## src/rtl/mem_ctrl_pkg.sv

```systemverilog
// mem_ctrl_pkg: shared definitions for the CPU memory-visit interface.
//   mem_vis_e  - request codes driven by the CPU on mem_vis_signal
//   get_byte   - extracts byte lane k (little-endian) from a 32-bit word
package mem_ctrl_pkg;

    typedef enum logic [1:0] {
        MEM_NOP   = 2'b00,
        READ_INST = 2'b01,
        READ_DATA = 2'b10,
        WRITE     = 2'b11
    } mem_vis_e;

    localparam int unsigned BYTES_PER_WORD = 4;

    function automatic logic [7:0] get_byte(input logic [31:0] w, input logic [1:0] k);
        return w[8*k +: 8];
    endfunction

endpackage

```

## src/rtl/mem_ctrl.sv

```systemverilog
// mem_ctrl: responder side of the CPU memory-visit interface.
// Serialises each word request into four byte accesses on a byte-wide
// synchronous RAM (1-cycle read latency), then pulses mem_vis_finished.
// Ports:
//   clk, rst          - clock, synchronous active-high reset
//   rdy_in            - global ready; low freezes the block
//   mem_vis_signal    - request code (mem_vis_e)
//   mem_addr          - byte address of the word (no alignment needed)
//   mem_write_data    - store data for WRITE
//   instruction       - fetched word (READ_INST)
//   mem_read_data     - loaded word (READ_DATA)
//   mem_vis_finished  - one-cycle completion pulse
//   ram_din           - RAM read byte, valid the cycle after its address
//   ram_dout, ram_addr, ram_wr - RAM write byte, byte address, write enable
module mem_ctrl #(
    parameter int LEN        = 32,
    parameter int ADDR_WIDTH = 17
) (
    input  logic                  clk,
    input  logic                  rst,
    input  logic                  rdy_in,
    input  logic [1:0]            mem_vis_signal,
    input  logic [ADDR_WIDTH-1:0] mem_addr,
    input  logic [LEN-1:0]        mem_write_data,
    output logic [LEN-1:0]        instruction,
    output logic [LEN-1:0]        mem_read_data,
    output logic                  mem_vis_finished,
    input  logic [7:0]            ram_din,
    output logic [7:0]            ram_dout,
    output logic [ADDR_WIDTH-1:0] ram_addr,
    output logic                  ram_wr
);
    import mem_ctrl_pkg::*;

    typedef enum logic [1:0] {
        S_IDLE,
        S_READ,
        S_WRITE,
        S_DONE
    } state_e;

    state_e                state_q;
    logic [2:0]            cnt_q;
    logic [ADDR_WIDTH-1:0] addr_q;
    logic [ADDR_WIDTH-1:0] ram_addr_q;
    logic [LEN-1:0]        wdata_q;
    logic [LEN-1:0]        word_q;
    logic [LEN-1:0]        instr_q;
    logic [LEN-1:0]        rdata_q;
    logic [7:0]            ram_dout_q;
    logic                  ram_wr_q;
    logic                  fin_q;
    logic                  is_inst_q;
    logic                  restart_q;

    mem_vis_e              req_d;
    logic [ADDR_WIDTH-1:0] ram_addr_inc_d;
    logic [LEN-1:0]        word_shift_d;
    logic [7:0]            next_byte_d;

    always_comb begin
        req_d          = mem_vis_e'(mem_vis_signal);
        // Natural wrap at 2^ADDR_WIDTH.
        ram_addr_inc_d = ram_addr_q + ADDR_WIDTH'(1);
        // Little-endian assembly: each new byte enters at the top and the
        // fourth shift leaves byte0 in [7:0].
        word_shift_d   = {ram_din, word_q[LEN-1:8]};
        next_byte_d    = get_byte(wdata_q, cnt_q[1:0] + 2'd1);
    end

    // READ: cnt_q runs 0..4. Counts 0..3 present addr+k; counts 1..4 capture
    // the byte addressed in the previous cycle.
    // WRITE: cnt_q runs 0..3, one byte written per cycle.
    // A stall in WRITE cannot raise the registered ram_wr in the first ready
    // cycle, so restart_q spends that cycle re-arming byte 0.
    always_ff @(posedge clk) begin
        if (rst) begin
            state_q    <= S_IDLE;
            cnt_q      <= '0;
            addr_q     <= '0;
            ram_addr_q <= '0;
            wdata_q    <= '0;
            word_q     <= '0;
            instr_q    <= '0;
            rdata_q    <= '0;
            ram_dout_q <= '0;
            ram_wr_q   <= 1'b0;
            fin_q      <= 1'b0;
            is_inst_q  <= 1'b0;
            restart_q  <= 1'b0;
        end else if (!rdy_in) begin
            ram_wr_q <= 1'b0;
            fin_q    <= 1'b0;
            if (state_q == S_READ || state_q == S_WRITE) begin
                cnt_q      <= '0;
                ram_addr_q <= addr_q;
                ram_dout_q <= get_byte(wdata_q, 2'd0);
                restart_q  <= (state_q == S_WRITE);
            end
        end else begin
            case (state_q)
                S_IDLE: begin
                    if (req_d != MEM_NOP) begin
                        addr_q     <= mem_addr;
                        wdata_q    <= mem_write_data;
                        is_inst_q  <= (req_d == READ_INST);
                        ram_addr_q <= mem_addr;
                        cnt_q      <= '0;
                        if (req_d == WRITE) begin
                            state_q    <= S_WRITE;
                            ram_wr_q   <= 1'b1;
                            ram_dout_q <= mem_write_data[7:0];
                        end else begin
                            state_q <= S_READ;
                        end
                    end
                end
                S_READ: begin
                    if (cnt_q != 3'd0) begin
                        word_q <= word_shift_d;
                    end
                    if (cnt_q < 3'd3) begin
                        ram_addr_q <= ram_addr_inc_d;
                    end
                    if (cnt_q == 3'd4) begin
                        if (is_inst_q) begin
                            instr_q <= word_shift_d;
                        end else begin
                            rdata_q <= word_shift_d;
                        end
                        fin_q   <= 1'b1;
                        cnt_q   <= '0;
                        state_q <= S_DONE;
                    end else begin
                        cnt_q <= cnt_q + 3'd1;
                    end
                end
                S_WRITE: begin
                    if (restart_q) begin
                        restart_q <= 1'b0;
                        ram_wr_q  <= 1'b1;
                    end else if (cnt_q == 3'd3) begin
                        ram_wr_q <= 1'b0;
                        fin_q    <= 1'b1;
                        cnt_q    <= '0;
                        state_q  <= S_DONE;
                    end else begin
                        cnt_q      <= cnt_q + 3'd1;
                        ram_addr_q <= ram_addr_inc_d;
                        ram_dout_q <= next_byte_d;
                    end
                end
                S_DONE: begin
                    // fin_q low here means the pulse was suppressed by a
                    // stall; re-issue it before returning to idle.
                    if (fin_q) begin
                        fin_q   <= 1'b0;
                        state_q <= S_IDLE;
                    end else begin
                        fin_q <= 1'b1;
                    end
                end
                default: state_q <= S_IDLE;
            endcase
        end
    end

    assign instruction      = instr_q;
    assign mem_read_data    = rdata_q;
    assign mem_vis_finished = fin_q;
    assign ram_dout         = ram_dout_q;
    assign ram_addr         = ram_addr_q;
    assign ram_wr           = ram_wr_q;

endmodule

```

## config.mk

```make
export PLATFORM = sky130hd
export DESIGN_NAME = mem_ctrl
export DESIGN_NICKNAME = d
export VERILOG_FILES = /design/src/rtl/mem_ctrl_pkg.sv /design/src/rtl/mem_ctrl.sv
export SDC_FILE = /design/constraint.sdc
export NUM_CORES = 1
export LEC_CHECK = 0
export CORE_ASPECT_RATIO = 1.25
export CORE_UTILIZATION = 51
export CTS_CLUSTER_SIZE = 40
export DETAILED_ROUTE_END_ITERATION = 7
export PLACE_DENSITY = 0.91
export SYNTH_ARGS = -nofsm -noshare
export SYNTH_HDL_FRONTEND = slang
export SYNTH_SLANG_ARGS = --single-unit
```

## constraint.sdc

```tcl
create_clock -name clk -period 2.4 [get_ports clk]
set_input_delay 0.48 -clock clk [delete_from_list [all_inputs] [get_ports clk]]
set_output_delay 0.48 -clock clk [all_outputs]
set_load 0.02 [all_outputs]
```

Word level (Yosys, flattened, before mapping)
Index checks and enable logic that the tools add are counted.
{"block": "totals", "regBits": 179, "input_bits": 62, "word_cells": 102}
{"block": "classes", "n_addsub": 3, "order_cmp": 1, "eq_ne": 22, "shifts": 1, "muxes": 41, "bitwise": 2, "reduce_logical": 19}
{"operator": "$mux 17", "count": 6}
{"operator": "$pmux 17 s3", "count": 1}
{"operator": "$mux 8", "count": 6}
{"operator": "$shiftx 32x6->8", "count": 1}
{"operator": "$reduce_and 4->1", "count": 5}
{"operator": "$mux 3", "count": 6}
{"operator": "$reduce_and 6->1", "count": 3}
{"operator": "$add 17x1->17 const B", "count": 1}
{"operator": "$pmux 8 s2", "count": 1}
{"operator": "$mux 2", "count": 6}
{"operator": "$ne 3x3->1 const B", "count": 4}
{"operator": "$mux 1", "count": 11}
{"operator": "$pmux 3 s3", "count": 1}
{"operator": "$ne 2x2->1 const B", "count": 4}
{"operator": "$pmux 2 s4", "count": 1}
{"operator": "$eq 2x2->1 const B", "count": 3}
{"operator": "$ne 2x1->1 const B", "count": 3}
{"operator": "$ne 3x2->1 const B", "count": 2}
{"operator": "$reduce_and 3->1", "count": 2}
{"operator": "$reduce_bool 2->1", "count": 3}
{"operator": "$reduce_bool 3->1", "count": 2}
{"operator": "$eq 2x1->1 const B", "count": 2}
{"operator": "$ne 4x1->1 const B", "count": 1}
{"operator": "$add 3x1->3 const B", "count": 1}
{"operator": "other kinds (12)", "count": 13}

Depth between registers and ports, before layout
{"block": "logic_depth", "depth_word": 6, "mapped_depth": 10}

Least setup slack after synthesis
No wires, ideal clock.
{"block": "synth_timing", "path_kind": "reg-to-reg", "start": "register cnt_q[0]", "end": "register ram_dout_q[2] (netlist: ram_dout[2])", "arrival_ns": 2.046, "required_time_ns": 2.283, "setup_slack_ns": 0.236, "path_stages_with_launch": 9, "n_path_buf": 2, "synth_period_minus_slack_ns": 2.164, "cell_sequence": "dfxtp_1 -> buf_2 -> inv_1 -> ha_1 -> buf_2 -> mux4_2 -> mux2i_1 -> nand2_1 -> a32o_1"}
{"block": "synth_between", "elab_chain_cells": 6}
{"item": "start: declaration", "line_no": "mem_ctrl.sv:43", "text": "logic [2:0] cnt_q;"}
{"item": "start signal: assignment", "line_no": "mem_ctrl.sv:135", "text": "cnt_q <= cnt_q + 3'd1;"}
{"item": "start signal: assignment", "line_no": "mem_ctrl.sv:148", "text": "cnt_q <= cnt_q + 3'd1;"}
{"item": "$add 2x1->2", "line_no": "mem_ctrl.sv:68", "text": "next_byte_d = get_byte(wdata_q, cnt_q[1:0] + 2'd1);"}
{"item": "$shiftx 32x6->8", "line_no": "mem_ctrl_pkg.sv:16", "text": "return w[8*k +: 8];"}
{"item": "$mux 8", "line_no": "mem_ctrl.sv:142", "text": "end else if (cnt_q == 3'd3) begin"}
{"item": "$mux 8", "line_no": "mem_ctrl.sv:139", "text": "if (restart_q) begin"}
{"item": "$pmux 8 s2", "line_no": "mem_ctrl.sv:101", "text": "case (state_q)"}
{"item": "$mux 8", "line_no": "mem_ctrl.sv:91", "text": "end else if (!rdy_in) begin"}
{"item": "end signal: assignment", "line_no": "mem_ctrl.sv:97", "text": "ram_dout_q <= get_byte(wdata_q, 2'd0);"}
{"item": "end signal: assignment", "line_no": "mem_ctrl.sv:112", "text": "ram_dout_q <= mem_write_data[7:0];"}
{"item": "end signal: assignment", "line_no": "mem_ctrl.sv:150", "text": "ram_dout_q <= next_byte_d;"}
{"item": "end: declaration", "line_no": "mem_ctrl.sv:50", "text": "logic [7:0] ram_dout_q;"}
Several ways; a longest one is shown, not always the timed one. The select of a mux whose other input is x is not followed.
A chain may end at the register's enable or synchronous reset.

Final worst setup path
{"block": "layout_timing", "start": "register state_q[0]", "end": "register ram_addr_q[12] (netlist: ram_addr[12])"}
{"block": "layout_between", "elab_chain_cells": 4}
{"item": "start: declaration", "line_no": "mem_ctrl.sv:42", "text": "state_e state_q;"}
{"item": "start signal: assignment", "line_no": "mem_ctrl.sv:78", "text": "state_q <= S_IDLE;"}
{"item": "start signal: assignment", "line_no": "mem_ctrl.sv:110", "text": "state_q <= S_WRITE;"}
{"item": "start signal: assignment", "line_no": "mem_ctrl.sv:114", "text": "state_q <= S_READ;"}
{"item": "$eq 2x1->1 or $eq 2x2->1 (tied branches)", "line_no": "mem_ctrl.sv:94, mem_ctrl.sv:101"}
{"item": "$logic_or 1x1->1", "line_no": "mem_ctrl.sv:94", "text": "if (state_q == S_READ || state_q == S_WRITE) begin"}
{"item": "$reduce_bool 2->1 (no line)"}
{"item": "$reduce_and 6->1 (no line)"}
{"item": "end signal: assignment", "line_no": "mem_ctrl.sv:96", "text": "ram_addr_q <= addr_q;"}
{"item": "end signal: assignment", "line_no": "mem_ctrl.sv:107", "text": "ram_addr_q <= mem_addr;"}
{"item": "end signal: assignment", "line_no": "mem_ctrl.sv:123", "text": "ram_addr_q <= ram_addr_inc_d;"}
{"item": "end: declaration", "line_no": "mem_ctrl.sv:45", "text": "logic [ADDR_WIDTH-1:0] ram_addr_q;"}
Several ways; a longest one is shown, not always the timed one.

==> results.json <==
{
  "status": "completed",
  "synth_compound_area_share_pct": 20.9,
  "die_height_um": 137,
  "drtIter0Drc": 583,
  "start_util_pct": 52.8,
  "synth.avg_cell_area_um2": 8.00,
  "fin_util_pct": 69.4,
  "detail_route.wl_per_cell_um": 16.3,
  "viasPerCell": 5.83,
  "synth-edff-count": 0,
  "synth_warnings": 0,
  "power_switching_uw": 2440,
  "final_antenna_net_count": 0,
  "cp_slowest_cell": "a311o_1",
  "path_delay_family": "compound AO/OA/AOI/OAI gates",
  "syn-num-nets": 995,
  "power_density_nw_per_um2": 807,
  "crit_end": "ram_addr[12]",
  "synth_xor_xnor_area_share_pct": 0.356,
  "hpwlAfterDp_um": 13400,
  "r2r_end": "ram_addr[12]",
  "clock_latency_ps": 430,
  "cts_tree": "built",
  "ctsResizeCount": 0,
  "root_buffer": "clkbuf_16",
  "fin_skew_ps": 8.37,
  "gp_congestion": 0.922,
  "synthAdderAreaFrac_pct": 1.52,
  "ctsLongestPathBuffers": 2,
  "synth_cells": 924,
  "fillers": 1076,
  "max_cap_viol_count": 0,
  "clock-sinks": 171,
  "synth_commonest_cells": "300 x nand2_1, 171 x dfxtp_1, 161 x a21oi_1",
  "worstPathMaxFanout": 13,
  "grt_max_degree": 60,
  "combPwrFrac_pct": 21.8,
  "start_kind": "flip-flop",
  "postCtsSetupRepairBufs": 0,
  "synth_simple_gate_area_share_pct": 22.1,
  "worstPathRequired_ps": 2670,
  "yosysMostFrequentCell": "nand2_1",
  "crit_path_end_kind": "flip-flop",
  "path_cells": "inv_1 > ha_1 > a21oi_2 > a311o_1 > nor2_2 > a311oi_1",
  "rows": 48,
  "dieArea_um2": 15000,
  "synth_async_sr_flop_share_pct": 0,
  "numCtsBuffers": 17,
  "ys_ff_latch": 171,
  "htreeDepth": 4,
  "min_path_type": "in2reg",
  "synth_top_area_share_pct": 46.3,
  "path_depth": 6,
  "drc": 0,
  "synth_top_family_by_area": "simple AND/OR/NAND/NOR gates",
  "maxSlewHeadroom_pct": 55.8,
  "switching_share_pct": 31.1,
  "setup_viol": 0,
  "max_stage_delay_ps": 530,
  "vias": 7215,
  "grt_overflow": 0,
  "synth_area_um2": 7390,
  "hold_violations": 0,
  "coreArea_um2": 14000,
  "drive_gt1_share_pct": 8.84,
  "antenna_found_initial": 0,
  "synth_ff_type": "dfxtp_1",
  "netlist_top_cells_area": "dfxtp_1 46%, nand2_1 15%, a21oi_1 11%",
  "die_w_um": 110,
  "finalCritPeriodShare_pct": 93.6,
  "grt_pass1_wl_um": 32400,
  "internal_power_uw": 5400,
  "power.share.sequential_pct": 41.2,
  "synth_mux_area_share_pct": 3.79,
  "grt_usage_pct": 27.6,
  "whs_path_depth": 2,
  "r2r-start": "state_q[0]",
  "grt_setup_unrepaired": "no",
  "worstMarginPinSlew_ps": 662,
  "num-nets-final": 1121,
  "critPathBufInv": 1,
  "worst_setup_path_startpoint": "state_q[0]",
  "wl_um": 20200,
  "synth_top_cell_by_area": "dfxtp_1",
  "r2r_slack_ps": 150,
  "clk_pin_slew_ps": 70,
  "dr.pass1.iters": 5,
  "vdd_ir_drop_max_v": 0.000474,
  "io_pins": 153,
  "synthToLayoutAreaGrowth_pct": 31.3,
  "p_leak_uw": 0.00335,
  "seq_area_frac_synth_pct": 46.3,
  "synth.distinct_cells": 68,
  "holdBufCountCts": 0,
  "timing_worst_setup_path_type": "reg2reg",
  "first_global_vias": 6732,
  "clockPowerShare_pct": 37.0,
  "port-buffer-count": 152,
  "fin_crit_ps": 2250,
  "n_antenna_cell": 0,
  "arrival_ps": 2520,
  "final.setup.tns_ps": 0,
  "fmax_ghz": 0.445,
  "maxSlewViolCount": 0,
  "r2r_cells": 6
}
==> worst reg2reg max path, stage by stage, from the launching register on <==
cell and delay, ps:
dfxtp_1 350, inv_1 90, ha_1 350, a21oi_2 140, a311o_1 530, nor2_2 480, a311oi_1 170
==> cells in the final DEF (no fill, tap or decap), types with 6 or more instances in the layout <==
cell / netlist / final
nand2_1: 300 / 300
clkdlybuf4s50_1: 0 / 150
mux4_2: 8 / 8
clkbuf_16: 0 / 17
ha_1: 9 / 9
a211o_1: 7 / 7
or2_2: 9 / 9
a311oi_1: 9 / 9
nand3_1: 9 / 9
dfxtp_1: 171 / 171
a211oi_1: 6 / 6
a21oi_1: 161 / 160
inv_1: 14 / 14
o21ai_0: 14 / 14
buf_4: 2 / 25
nor2_1: 13 / 11
mux2i_1: 10 / 10
a32o_1: 8 / 8
nor2b_1: 7 / 7
==> routing by layer <==
metal / part of all wire (%) / vias up / global-route usage [%]
li1: - / 3440 / -
met1: 39 / 3366 / 33.2
met2: 50 / 339 / 47.0
met3: 6.6 / 70 / 4.90
met4: 3.9 / 0 / 13.9
met5: 0 / - / 0
==> final cells by class <==
cell class	instances	area, µm²	area share, %
multi-input combinational	667	3610	37.2
sequential	171	3420	35.3
timing repair buffer	179	1750	18.1
clock buffer	18	439	4.52
tap	175	219	2.26
clock inverter	14	206	2.13
inverter	14	52.6	0.541
==> power groups by stage <==
| stage | combinational (µW) | sequential (µW) | clock [µW] |
|---|---|---|---|
| floorplan | 976 | 3340 | 0 |
| global placement | 1630 | 3280 | 0 |
| detailed placement | 1670 | 3280 | 0 |
| CTS | 1690 | 3220 | 2930 |
| global route | 1830 | 3250 | 3050 |
| finish | 1700 | 3230 | 2900 |
==> cell families (layout without fill, tap and decap cells) <==
logic type | after synthesis | count (layout)
AND/OR/NAND/NOR | 384 | 384
AO/OA/AOI/OAI | 253 | 253
flip-flops | 171 | 171
buffers and inverters | 86 | 225
multiplexers | 18 | 18
adder cells (fa/ha/maj) | 9 | 9
XOR/XNOR | 3 | 3
==> sequential cells by signal (all words and copies together), names as in the netlist, 2 cells and up <==
signal and cells:
cnt_q 3, mem_read_data 32, wdata_q 32, ram_addr 17
instruction 32, ram_dout 8, addr_q 17, word_q 24
state_q 2
==> how the worst min path moves through the flow <==
stage                 end  slack, ps  startpoint
2_1_floorplan  addr_q[14]        430  addr_q[14]
3_3_place_gp    addr_q[8]        440   addr_q[8]
3_5_place_dp   addr_q[16]        440  addr_q[16]
4_1_cts        addr_q[13]        320         rst
5_1_grt        addr_q[13]        350         rst
6_report       addr_q[13]        340         rst
==> stage by stage <==
stage / hold slack [ps] / total power, µW / area [µm²] / setup WS (ps) / cells
after global routing: 346 / 8140 / 9710 / 58.8 / 1238
final: 339 / 7840 / 9710 / 153 / 1238
after floorplan: 432 / 4320 / 7390 / 236 / 924
after CTS: 324 / 7840 / 9710 / 184 / 1238
after detailed placement: 442 / 4950 / 9060 / 169 / 1206
after global placement: 438 / 4910 / 9060 / 204 / 1206
Note: power is estimated with default switching activity, not from simulation.
==> RTL edit, RTL diff (same settings) <==
The 4 states of `state_e` get a Gray code encoding in 2 bits.
--- a/src/rtl/mem_ctrl.sv
+++ b/src/rtl/mem_ctrl.sv
@@ -33,10 +33,10 @@
     import mem_ctrl_pkg::*;
 
     typedef enum logic [1:0] {
-        S_IDLE,
-        S_READ,
-        S_WRITE,
-        S_DONE
+        S_IDLE  = 2'b00,
+        S_READ  = 2'b01,
+        S_WRITE = 2'b11,
+        S_DONE  = 2'b10
     } state_e;
 
     state_e                state_q;
Check against the original RTL: no difference found for any inputs over 4 cycles, from zero or initial values and one cycle with rst high; so few cycles prove little.
==> RTL edit against the unedited design <==
- count of clock-buffer cells in the layout is 1 lower
- design area is 1.0% higher
- critical path depth is 1 lower
- sequential cell count stayed put
- area after synthesis is 0.71% lower
- routed wire length is 4.0% higher
- final cell count is 1.3% higher
- fmax is 5.8% higher
- worst setup slack better by 0.12 ns
- highest routed layer unchanged
Power is not compared: it rests on default switching activity, and its combinational part moved more than twofold at a synthesized area within 25%.
==> RTL edit: results (changes against the unedited design) <==
metric,value,unit,change
dr.first_iter.drc_count,490,,was 583
asyncSetResetFlopFracSynth,0,%,unchanged
setup.reg_to_reg.worst_slack,0.28,ns,was 0.15 ns
slowest_stage,sky130_fd_sc_hd__dfxtp_1,,was sky130_fd_sc_hd__a311o_1
grt_start_max_net_pins,65,,was 60
cp_top_family,compound AO/OA/AOI/OAI gates,,unchanged
worst_setup_hold_path_clk_slew,0.07,ns,about the same
timing_worst_setup_path_type,reg -> reg,,unchanged
drt_pass1_iterations,5,,unchanged
run_status,"finished, final reports clean",,unchanged
p_leak,3.305,nW,
post_drt_wl_per_cell,16.77,µm,was 16.34 µm
fin_skew,0.01116,ns,was 0.008371 ns
antenna_found_initial,0,,unchanged
worstHoldPathType,in -> reg,,unchanged
max_slew_margin,55.41,%,was 55.85%
crit_fanout,14,,was 13
fin_worst_hold_slack,0.4269,ns,was 0.3391 ns
ys_top_cells_by_count,"sky130_fd_sc_hd__nand2_1 (300), sky130_fd_sc_hd__a21oi_1 (172), sky130_fd_sc_hd__dfxtp_1 (171)",,"was sky130_fd_sc_hd__nand2_1 (300), sky130_fd_sc_hd__dfxtp_1 (171), sky130_fd_sc_hd__a21oi_1 (161)"
num-nets-final,1133,,was 1121
max-clock-path-buffers,2,,unchanged
worst-endpoint-arrival,2.41,ns,was 2.52 ns
clock_tree.htree_level_count,4,,unchanged
final_non_filler_cell_total,1254,,was 1238
routabilityCongestion,0.9139,,was 0.9218
synth.net_count,991,,was 995
ir_worst_vdd,0.0004293,V,
drive_above_1_share,8.434,%,was 8.843%
yosysWarnings,0,,unchanged
vias,7313,,was 7215
critPathMaxStageDelay,0.67,ns,was 0.53 ns
netlist_top_cells_area,"sky130_fd_sc_hd__dfxtp_1 (47%), sky130_fd_sc_hd__nand2_1 (15%), sky130_fd_sc_hd__a21oi_1 (12%)",,"was sky130_fd_sc_hd__dfxtp_1 (46%), sky130_fd_sc_hd__nand2_1 (15%), sky130_fd_sc_hd__a21oi_1 (11%)"
first_pass_grt_wire_length,33550,µm,was 32390 µm
via_count_of_the_first_global_routing_pass,6994,,was 6732
port_buffers,152,,unchanged
worst_skew_pair_latency,0.44,ns,
number_of_buffers_inserted_by_post_cts_setup_repair,0,,unchanged
crit_end,ram_dout[4],,was ram_addr[12]
cts_root_buffer,sky130_fd_sc_hd__clkbuf_16,,unchanged
dp.final_hpwl,13970,µm,was 13370 µm
post_cts.resized_instances,0,,unchanged
globalRouteTotalUtil,28.87,%,was 27.61%
worstReg2RegStart,state_q[1],,was state_q[0]
synthDistinctLibCells,66,,was 68
cts_made_buffers,17,,unchanged
placed_cells,1222,,was 1206
n_antenna_cell,0,,unchanged
post_dp_cell_area,9191,µm²,was 9060 µm²
number_of_cells_produced_by_synthesis,924,,unchanged
seq_total_area_yosys,46.65,%,was 46.32%
## RTL edit: cell types whose count changed after synthesis, moves of 9 or more
cell and change:
sky130_fd_sc_hd__a21oi_1 +11, sky130_fd_sc_hd__o32ai_1 +9, sky130_fd_sc_hd__or2_2 -9, sky130_fd_sc_hd__o211ai_1 +9, sky130_fd_sc_hd__mux2i_1 -9
## RTL edit: worst register-to-register path: cells and delay by family (launching register included)
| kind | cells | cell delay (ns) |
|---|---|---|
| and+or+nand+nor | 2 | 0.23 |
| buffers and inverters | 1 | 0.32 |
| DFF | 1 | 0.67 |
| AOI/OAI and AO/OA | 2 | 0.78 |
## RTL edit: routing by layer
metal | global-route usage [%] | share of wire [%] | vias to the layer above
met5 | 0 | 0 | -
met4 | 12.44 | 3.3 | 0
met3 | 5.801 | 5.8 | 53
met2 | 50.45 | 52 | 319
met1 | 33.91 | 39 | 3462
li1 | - | - | 3479
## RTL edit: worst min-delay path by stage
stage	startpoint	endpoint	depth (start not counted)
3_3_place_gp	wdata_q[19]	wdata_q[19]	2
6_report	rst	addr_q[12]	2
4_1_cts	rst	addr_q[2]	2
3_5_place_dp	mem_read_data[7]	mem_read_data[7]	2
5_1_grt	rst	ram_addr[1]	2
2_1_floorplan	addr_q[10]	addr_q[10]	2
## RTL edit: report_power, final
| part | internal (W) | switching [W] | total (W) |
|---|---|---|---|
| logic | 0.000368 | 0.000418 | 0.000786 |
| registers | 0.00293 | 0.000105 | 0.00304 |
| clock network | 0.00143 | 0.00136 | 0.00279 |
| total | 0.00473 | 0.00188 | 0.00661 |
## RTL edit: per-stage QoR
step | worst slack (ns) | power [W] | utilization (%)
3_5_place_dp | 0.06021 | 0.003866 | 65.97
6_report | 0.2768 | 0.006611 | 70.38
5_1_grt | 0.1652 | 0.006829 | 70.38
4_1_cts | 0.2799 | 0.006617 | 70.38
2_1_floorplan | 0.3855 | 0.003504 | -
3_3_place_gp | 0.1308 | 0.003845 | 65.97
## RTL edit: final cells by class
type,instances,area [µm²]
Clock inverter,15,188.9
Inverter,15,56.30
Tap cell,175,219.0
Timing Repair Buffer,191,1899
Sequential cell,171,3423
Clock buffer,17,425.4
Multi-Input combinational cell,670,3593
Fill cell,1035,4128
## RTL edit: logic make-up after synthesis
kind of cell / after synthesis / synth area share, %
and+or+nand+nor: 383 / 22.64
AOI/OAI and AO/OA: 270 / 22.13
DFF: 171 / 46.65
buffers and inverters: 83 / 4.774
muxes: 9 / 2.592
adders and majority gates: 5 / 0.8525
xor gates and xnor gates: 3 / 0.3581
